### src/rtl/ccu_muldiv_seq.sv
// Multi-cycle RV32M sequencer for the slow CCU path: fixed-latency multiplier,
// restoring divider, and the stall/done handshake toward the EX stage.
module ccu_muldiv_seq #(
    parameter int WIDTH   = 32,
    parameter int MUL_LAT = 2,
    parameter int CNT_W   = 6
) (
    input  logic             clk,
    input  logic             rst,
    input  logic             start,
    input  logic [7:0]       alu_mode,
    input  logic [WIDTH-1:0] src1,
    input  logic [WIDTH-1:0] src2,
    input  logic             flush,
    output logic             stall,
    output logic             done,
    output logic [WIDTH-1:0] result,
    output logic             ccu_ans_mux_sel,
    output logic [1:0]       state_dbg
);

    // Handshake: an op is taken in IDLE when start & is_md & ~flush; stall stays
    // high until the DONE cycle, where done=1 for exactly one cycle and stall=0
    // so the pipeline advances once and the next instruction meets IDLE.
    typedef enum logic [1:0] {
        S_IDLE = 2'd0,
        S_MUL  = 2'd1,
        S_DIV  = 2'd2,
        S_DONE = 2'd3
    } state_t;

    localparam logic [WIDTH-1:0] INT_MIN = {1'b1, {(WIDTH-1){1'b0}}};

    state_t             state;
    logic [CNT_W-1:0]   cnt;
    logic [WIDTH-1:0]   a_r;
    logic [WIDTH-1:0]   b_r;
    logic [2:0]         op_r;
    logic [WIDTH-1:0]   quo_r;
    logic [WIDTH-1:0]   rem_r;
    logic [WIDTH-1:0]   dvs_r;
    logic [2*WIDTH-1:0] prod_r;

    logic               is_md;
    logic               accept;
    logic               in_signed;
    logic               div_zero;
    logic               div_ovf;
    logic               special;
    logic [WIDTH-1:0]   special_res;
    logic [WIDTH-1:0]   abs1;
    logic [WIDTH-1:0]   abs2;

    assign is_md     = (alu_mode[7:4] == 4'h4);
    assign accept    = (state == S_IDLE) & start & is_md & ~flush;
    assign in_signed = ~alu_mode[0];
    assign div_zero  = (src2 == '0);
    assign div_ovf   = in_signed & (src1 == INT_MIN) & (src2 == '1);
    assign special   = alu_mode[2] & (div_zero | div_ovf);
    assign abs1      = (in_signed & src1[WIDTH-1]) ? (-src1) : src1;
    assign abs2      = (in_signed & src2[WIDTH-1]) ? (-src2) : src2;

    always_comb begin
        special_res = '0;
        if (div_zero)
            special_res = alu_mode[1] ? src1 : '1;
        else
            special_res = alu_mode[1] ? '0 : INT_MIN;
    end

    // Multiplier: operands as (WIDTH+1)-bit values whose top bit carries the
    // sign for the signed forms, then sign-extended to the full product width.
    logic               a_sext;
    logic               b_sext;
    logic [WIDTH:0]     a_sx;
    logic [WIDTH:0]     b_sx;
    logic [2*WIDTH-1:0] prod_c;
    logic [2*WIDTH-1:0] prod_sel;
    logic [WIDTH-1:0]   mul_res;

    assign a_sext   = ((op_r[1:0] == 2'd1) | (op_r[1:0] == 2'd2)) & a_r[WIDTH-1];
    assign b_sext   = (op_r[1:0] == 2'd1) & b_r[WIDTH-1];
    assign a_sx     = {a_sext, a_r};
    assign b_sx     = {b_sext, b_r};
    assign prod_c   = {{(WIDTH-1){a_sx[WIDTH]}}, a_sx} * {{(WIDTH-1){b_sx[WIDTH]}}, b_sx};
    assign prod_sel = (MUL_LAT == 1) ? prod_c : prod_r;
    assign mul_res  = (op_r[1:0] == 2'd0) ? prod_sel[WIDTH-1:0] : prod_sel[2*WIDTH-1:WIDTH];

    // Restoring divider step: shift one dividend bit into the partial remainder
    // and keep the subtraction only when it does not go negative.
    logic [WIDTH:0]     shifted;
    logic [WIDTH:0]     diff;
    logic               ge;
    logic [WIDTH-1:0]   rem_n;
    logic [WIDTH-1:0]   quo_n;
    logic               neg_q;
    logic               neg_r;
    logic [WIDTH-1:0]   div_res;
    logic [WIDTH-1:0]   fin_res;

    assign shifted = {rem_r, quo_r[WIDTH-1]};
    assign diff    = shifted - {1'b0, dvs_r};
    assign ge      = ~diff[WIDTH];
    assign rem_n   = ge ? diff[WIDTH-1:0] : shifted[WIDTH-1:0];
    assign quo_n   = {quo_r[WIDTH-2:0], ge};
    assign neg_q   = ~op_r[0] & (a_r[WIDTH-1] ^ b_r[WIDTH-1]);
    assign neg_r   = ~op_r[0] & a_r[WIDTH-1];
    assign div_res = op_r[1] ? (neg_r ? (-rem_n) : rem_n)
                             : (neg_q ? (-quo_n) : quo_n);
    assign fin_res = op_r[2] ? div_res : mul_res;

    always_ff @(posedge clk or posedge rst) begin
        if (rst) begin
            state  <= S_IDLE;
            cnt    <= '0;
            a_r    <= '0;
            b_r    <= '0;
            op_r   <= '0;
            quo_r  <= '0;
            rem_r  <= '0;
            dvs_r  <= '0;
            prod_r <= '0;
            result <= '0;
        end else begin
            case (state)
                S_IDLE: begin
                    if (accept) begin
                        a_r   <= src1;
                        b_r   <= src2;
                        op_r  <= alu_mode[2:0];
                        cnt   <= '0;
                        quo_r <= abs1;
                        rem_r <= '0;
                        dvs_r <= abs2;
                        if (!alu_mode[2]) begin
                            state <= S_MUL;
                        end else if (special) begin
                            result <= special_res;
                            state  <= S_DONE;
                        end else begin
                            state <= S_DIV;
                        end
                    end
                end
                S_MUL: begin
                    if (flush) begin
                        state <= S_IDLE;
                    end else begin
                        prod_r <= prod_c;
                        cnt    <= cnt + 1'b1;
                        if (cnt == CNT_W'(MUL_LAT - 1)) begin
                            result <= fin_res;
                            state  <= S_DONE;
                        end
                    end
                end
                S_DIV: begin
                    if (flush) begin
                        state <= S_IDLE;
                    end else begin
                        rem_r <= rem_n;
                        quo_r <= quo_n;
                        cnt   <= cnt + 1'b1;
                        if (cnt == CNT_W'(WIDTH - 1)) begin
                            result <= fin_res;
                            state  <= S_DONE;
                        end
                    end
                end
                default: begin
                    state <= S_IDLE;
                end
            endcase
        end
    end

    assign stall           = accept | (state == S_MUL) | (state == S_DIV);
    assign done            = (state == S_DONE);
    assign ccu_ans_mux_sel = done;
    assign state_dbg       = state;

endmodule

### config.mk
export PLATFORM = sky130hd
export DESIGN_NAME = ccu_muldiv_seq
export DESIGN_NICKNAME = d
export VERILOG_FILES = /design/src/rtl/ccu_muldiv_seq.sv
export SDC_FILE = /design/constraint.sdc
export NUM_CORES = 2
export LEC_CHECK = 0
export ABC_AREA = 1
export CAP_MARGIN = 20
export CORE_ASPECT_RATIO = 1.25
export CORE_MARGIN = 5
export CORE_UTILIZATION = 60
export DETAILED_ROUTE_END_ITERATION = 6
export HOLD_SLACK_MARGIN = 0.06
export PLACE_DENSITY = 0.77
export SLEW_MARGIN = 40
export SYNTH_ARGS = -nofsm -noshare
export SYNTH_HDL_FRONTEND = slang
export SYNTH_SLANG_ARGS = --single-unit
### constraint.sdc
create_clock -name clk -period 9.6 [get_ports clk]
set_input_delay 1.44 -clock clk [delete_from_list [all_inputs] [get_ports clk]]
set_output_delay 1.44 -clock clk [all_outputs]
set_load 0.02 [all_outputs]
==> results.json <==
{
  "period_minus_slack_ns": 8.79,
  "synth_cells": 7389,
  "yosysSeqAreaShare_pct": 11.7,
  "dieArea_sq_mm": 0.101,
  "area_growth_pct": 5.49,
  "period_share_pct": 91.5,
  "wl_per_cell_um": 20.1,
  "cts_hold_buffers": 0,
  "syn-num-nets": 8849,
  "syn_area_per_cell_sq_um": 7.68,
  "slowest_delay_ns": 0.85,
  "grt_use_met3_pct": 4.19,
  "top_usage_layer": "met2",
  "use_met1_pct": 42.6,
  "drtIter0Drc": 3923,
  "drtAntennaViolNets": 0,
  "critPathCaptureType": "flip-flop",
  "yosys_most_used_dff": "dfrtp_1",
  "met2_usage_pct": 59.5,
  "clock_path_buffers": 3,
  "cap_violations": 0,
  "cts_resized": 0,
  "yosys.area.top_type_share_pct": 39.7,
  "final_layout_size_suffix_gt1_share_pct": 4.85,
  "grt_overflow": 0,
  "h-tree-depth": 1,
  "worstMarginPinSlew_ns": 0.886,
  "path_class": "flip-flop to flip-flop",
  "drcViolationCount": 4,
  "grt_max_degree": 110,
  "worstSkewPairLatency_ns": 0.62,
  "dr.pass1.iters": 7,
  "fillers": 8145,
  "core.rowCount": 126,
  "grt_pass1_wl_um": 272000,
  "setup_viol": 0,
  "slowest_stage": "fa_1",
  "die_x_um": 285,
  "clock-sinks": 266,
  "post_cts_buffers": 0,
  "routabilityCongestion": 1.01,
  "layout.nets": 8733,
  "critPathLaunchType": "flip-flop",
  "finalHoldViolations": 0,
  "timing.rr.start": "op_r[0]",
  "timing.rr.end": "prod_r[61]",
  "numPortBuffers": 111,
  "max_freq_mhz": 114,
  "core_area_sq_mm": 0.0941,
  "cts_tree": "built",
  "cp-endpoint": "prod_r[61]",
  "synth.distinct_cells": 63,
  "synth_edf_count": 0,
  "antenna_found_initial": 4,
  "die_h_um": 354,
  "vias": 47700,
  "yosysTopAreaCell": "fa_1",
  "status": "complete, but fails checks",
  "worst_clock_skew_ns": 0.0206,
  "failed_checks": "DRC",
  "cp.arrival_ns": 9.31,
  "via_per_inst": 5.60,
  "grt_pass1_vias": 50600,
  "grt_usage_pct": 34.3,
  "required_ns": 10.13,
  "yosysWarnings": 0,
  "ios": 113,
  "syn_area_sq_mm": 0.0567,
  "slew_viol_final": 0,
  "path_clk_slew_ns": 0.07,
  "finalSetupTns_ns": 0,
  "hold_class": "flip-flop to flip-flop",
  "rsz0062_at_grt": "false",
  "cts_buffers": 29,
  "rrSetupSlack_ns": 0.81,
  "crit_start": "op_r[0]",
  "wirelength_um": 171000,
  "reg2regPathDepth": 28,
  "cpMostUsedCell": "fa_1",
  "max_slew_margin_pct": 41.0,
  "ys_ff_latch": 266,
  "root_buffer": "clkbuf_16",
  "synthArstFlopShare_pct": 100,
  "initial_core_util_pct": 60.3,
  "critPathMaxFanout": 28,
  "synth.area.top_cells": "fa_1 (40%), nand2_1 (12%), inv_1 (12%), dfrtp_1 (12%), ha_1 (5.7%)",
  "dp_hpwl_um": 142000
}
==> logic make-up (layout without fill, tap and decap cells) <==
kind of cell / after synthesis / count (layout) / synth area share, %
flip-flops: 266 / 266 / 11.7
AND/OR/NAND/NOR: 2628 / 2628 / 19.1
buffers and inverters: 2262 / 2169 / 15.2
XOR/XNOR: 78 / 78 / 1.20
other: 0 / 3 / 0
AO/OA/AOI/OAI: 771 / 771 / 7.39
adder cells (fa/ha/maj): 1384 / 1384 / 45.4
==> worst max-delay path, delay by kind of cell, from the launching register on <==
kind	cells	cell delay, ns
buf+inv	8	1.23
simple gates	4	0.60
compound gates	6	1.18
flops	1	0.38
fa+ha+maj	10	5.26
==> through the flow <==
step / utilization (%) / hold slack [ns] / worst slack, ns / cell area, sq um / std cells
detailed placement: 62.5 / 0.459 / 0.905 / 58800 / 8458
global placement: 62.4 / 0.453 / 1.01 / 58700 / 8458
global route: 63.6 / 0.500 / 0.351 / 59800 / 8512
CTS: 63.6 / 0.475 / 0.865 / 59800 / 8512
floorplan: - / 0.442 / 0.835 / 56700 / 7389
finish: 63.6 / 0.478 / 0.814 / 59800 / 8515
==> cell usage in the layout, fill, tap and decap left out, types with 16 or more instances in the layout <==
master           instances
nand3_1                169
inv_2                   25
ha_1                   257
a31oi_1                 35
inv_1                 1859
nor2_2                  16
o31ai_1                 18
xor2_1                  41
fa_1                  1125
dfrtp_1                234
nor3_1                  55
clkbuf_16               29
clkdlybuf4s50_1        111
o211ai_1                16
xnor2_1                 37
a21oi_1                295
nand2_1               1864
o21ai_1                 20
or2_2                   40
nor2_1                 356
dfrtp_2                 32
buf_4                  113
o22ai_1                 38
o21ai_0                299
nand4_1                 39
nand2_2                 28
==> metal layers <==
metal | vias up | wire, um | part of all wire [%]
met3 | 543 | 11500 | 6.8
met5 | - | 20 | 0.012
met1 | 23800 | 63800 | 37
met2 | 2026 | 84700 | 50
met4 | 2 | 10700 | 6.3
li1 | 21300 | - | -
==> synth_stat cells, types with 4 or more instances <==
| library cell | n |
|---|---|
| nand2_1 | 1866 |
| inv_1 | 1863 |
| fa_1 | 1126 |
| nor2_1 | 357 |
| clkbuf_1 | 341 |
| o21ai_0 | 300 |
| a21oi_1 | 296 |
| dfrtp_1 | 266 |
| ha_1 | 258 |
| nand3_1 | 169 |
| nor3_1 | 55 |
| xor2_1 | 41 |
| or2_2 | 40 |
| nand4_1 | 39 |
| o22ai_1 | 38 |
| xnor2_1 | 37 |
| a31oi_1 | 35 |
| nand2_2 | 28 |
| inv_2 | 23 |
| o21ai_1 | 19 |
| o31ai_1 | 18 |
| nor2_2 | 16 |
| o211ai_1 | 16 |
| nand2_4 | 12 |
| buf_1 | 11 |
| o21bai_1 | 10 |
| nand3b_1 | 9 |
| nor4_1 | 9 |
| a21o_1 | 7 |
| nor3_2 | 7 |
| buf_4 | 6 |
| o221ai_1 | 6 |
| buf_2 | 5 |
| buf_6 | 5 |
| nor2_4 | 5 |
| o21a_1 | 4 |
==> how the worst min path moves through the flow <==
stage                     startpoint    endpoint  slack (ns)  cells after the start
after floorplan            prod_r[1]   prod_r[1]        0.44                      2
after global placement     prod_r[3]   prod_r[3]        0.45                      2
after detailed placement   prod_r[3]   prod_r[3]        0.46                      2
after CTS                  prod_r[3]   prod_r[3]        0.47                      2
after global routing      prod_r[44]  prod_r[44]        0.50                      2
final                      prod_r[3]   prod_r[3]        0.48                      2
==> registers in the layout, summed over array words and instances (netlist names) <==
name	count
prod_r	64
state_dbg	2
cnt	6
result	32
dvs_r	31
quo_r	32
op_r	3
b_r	32
rem_r	32
a_r	32
==> layout make-up <==
cell class	instances	area [sq um]	area share [%]
Inverter	1889	7100	11.9
Clock buffer	40	827	1.38
Antenna cell	3	7.51	0.0125
Multi-Input combinational cell	4861	41500	69.3
Sequential cell	266	6700	11.2
Tap cell	1216	1520	2.54
Timing Repair Buffer	226	1980	3.31
Clock inverter	14	211	0.353
Power is not shown: default switching activity piles up to over one toggle a cycle in this logic, so the estimate is an artifact.
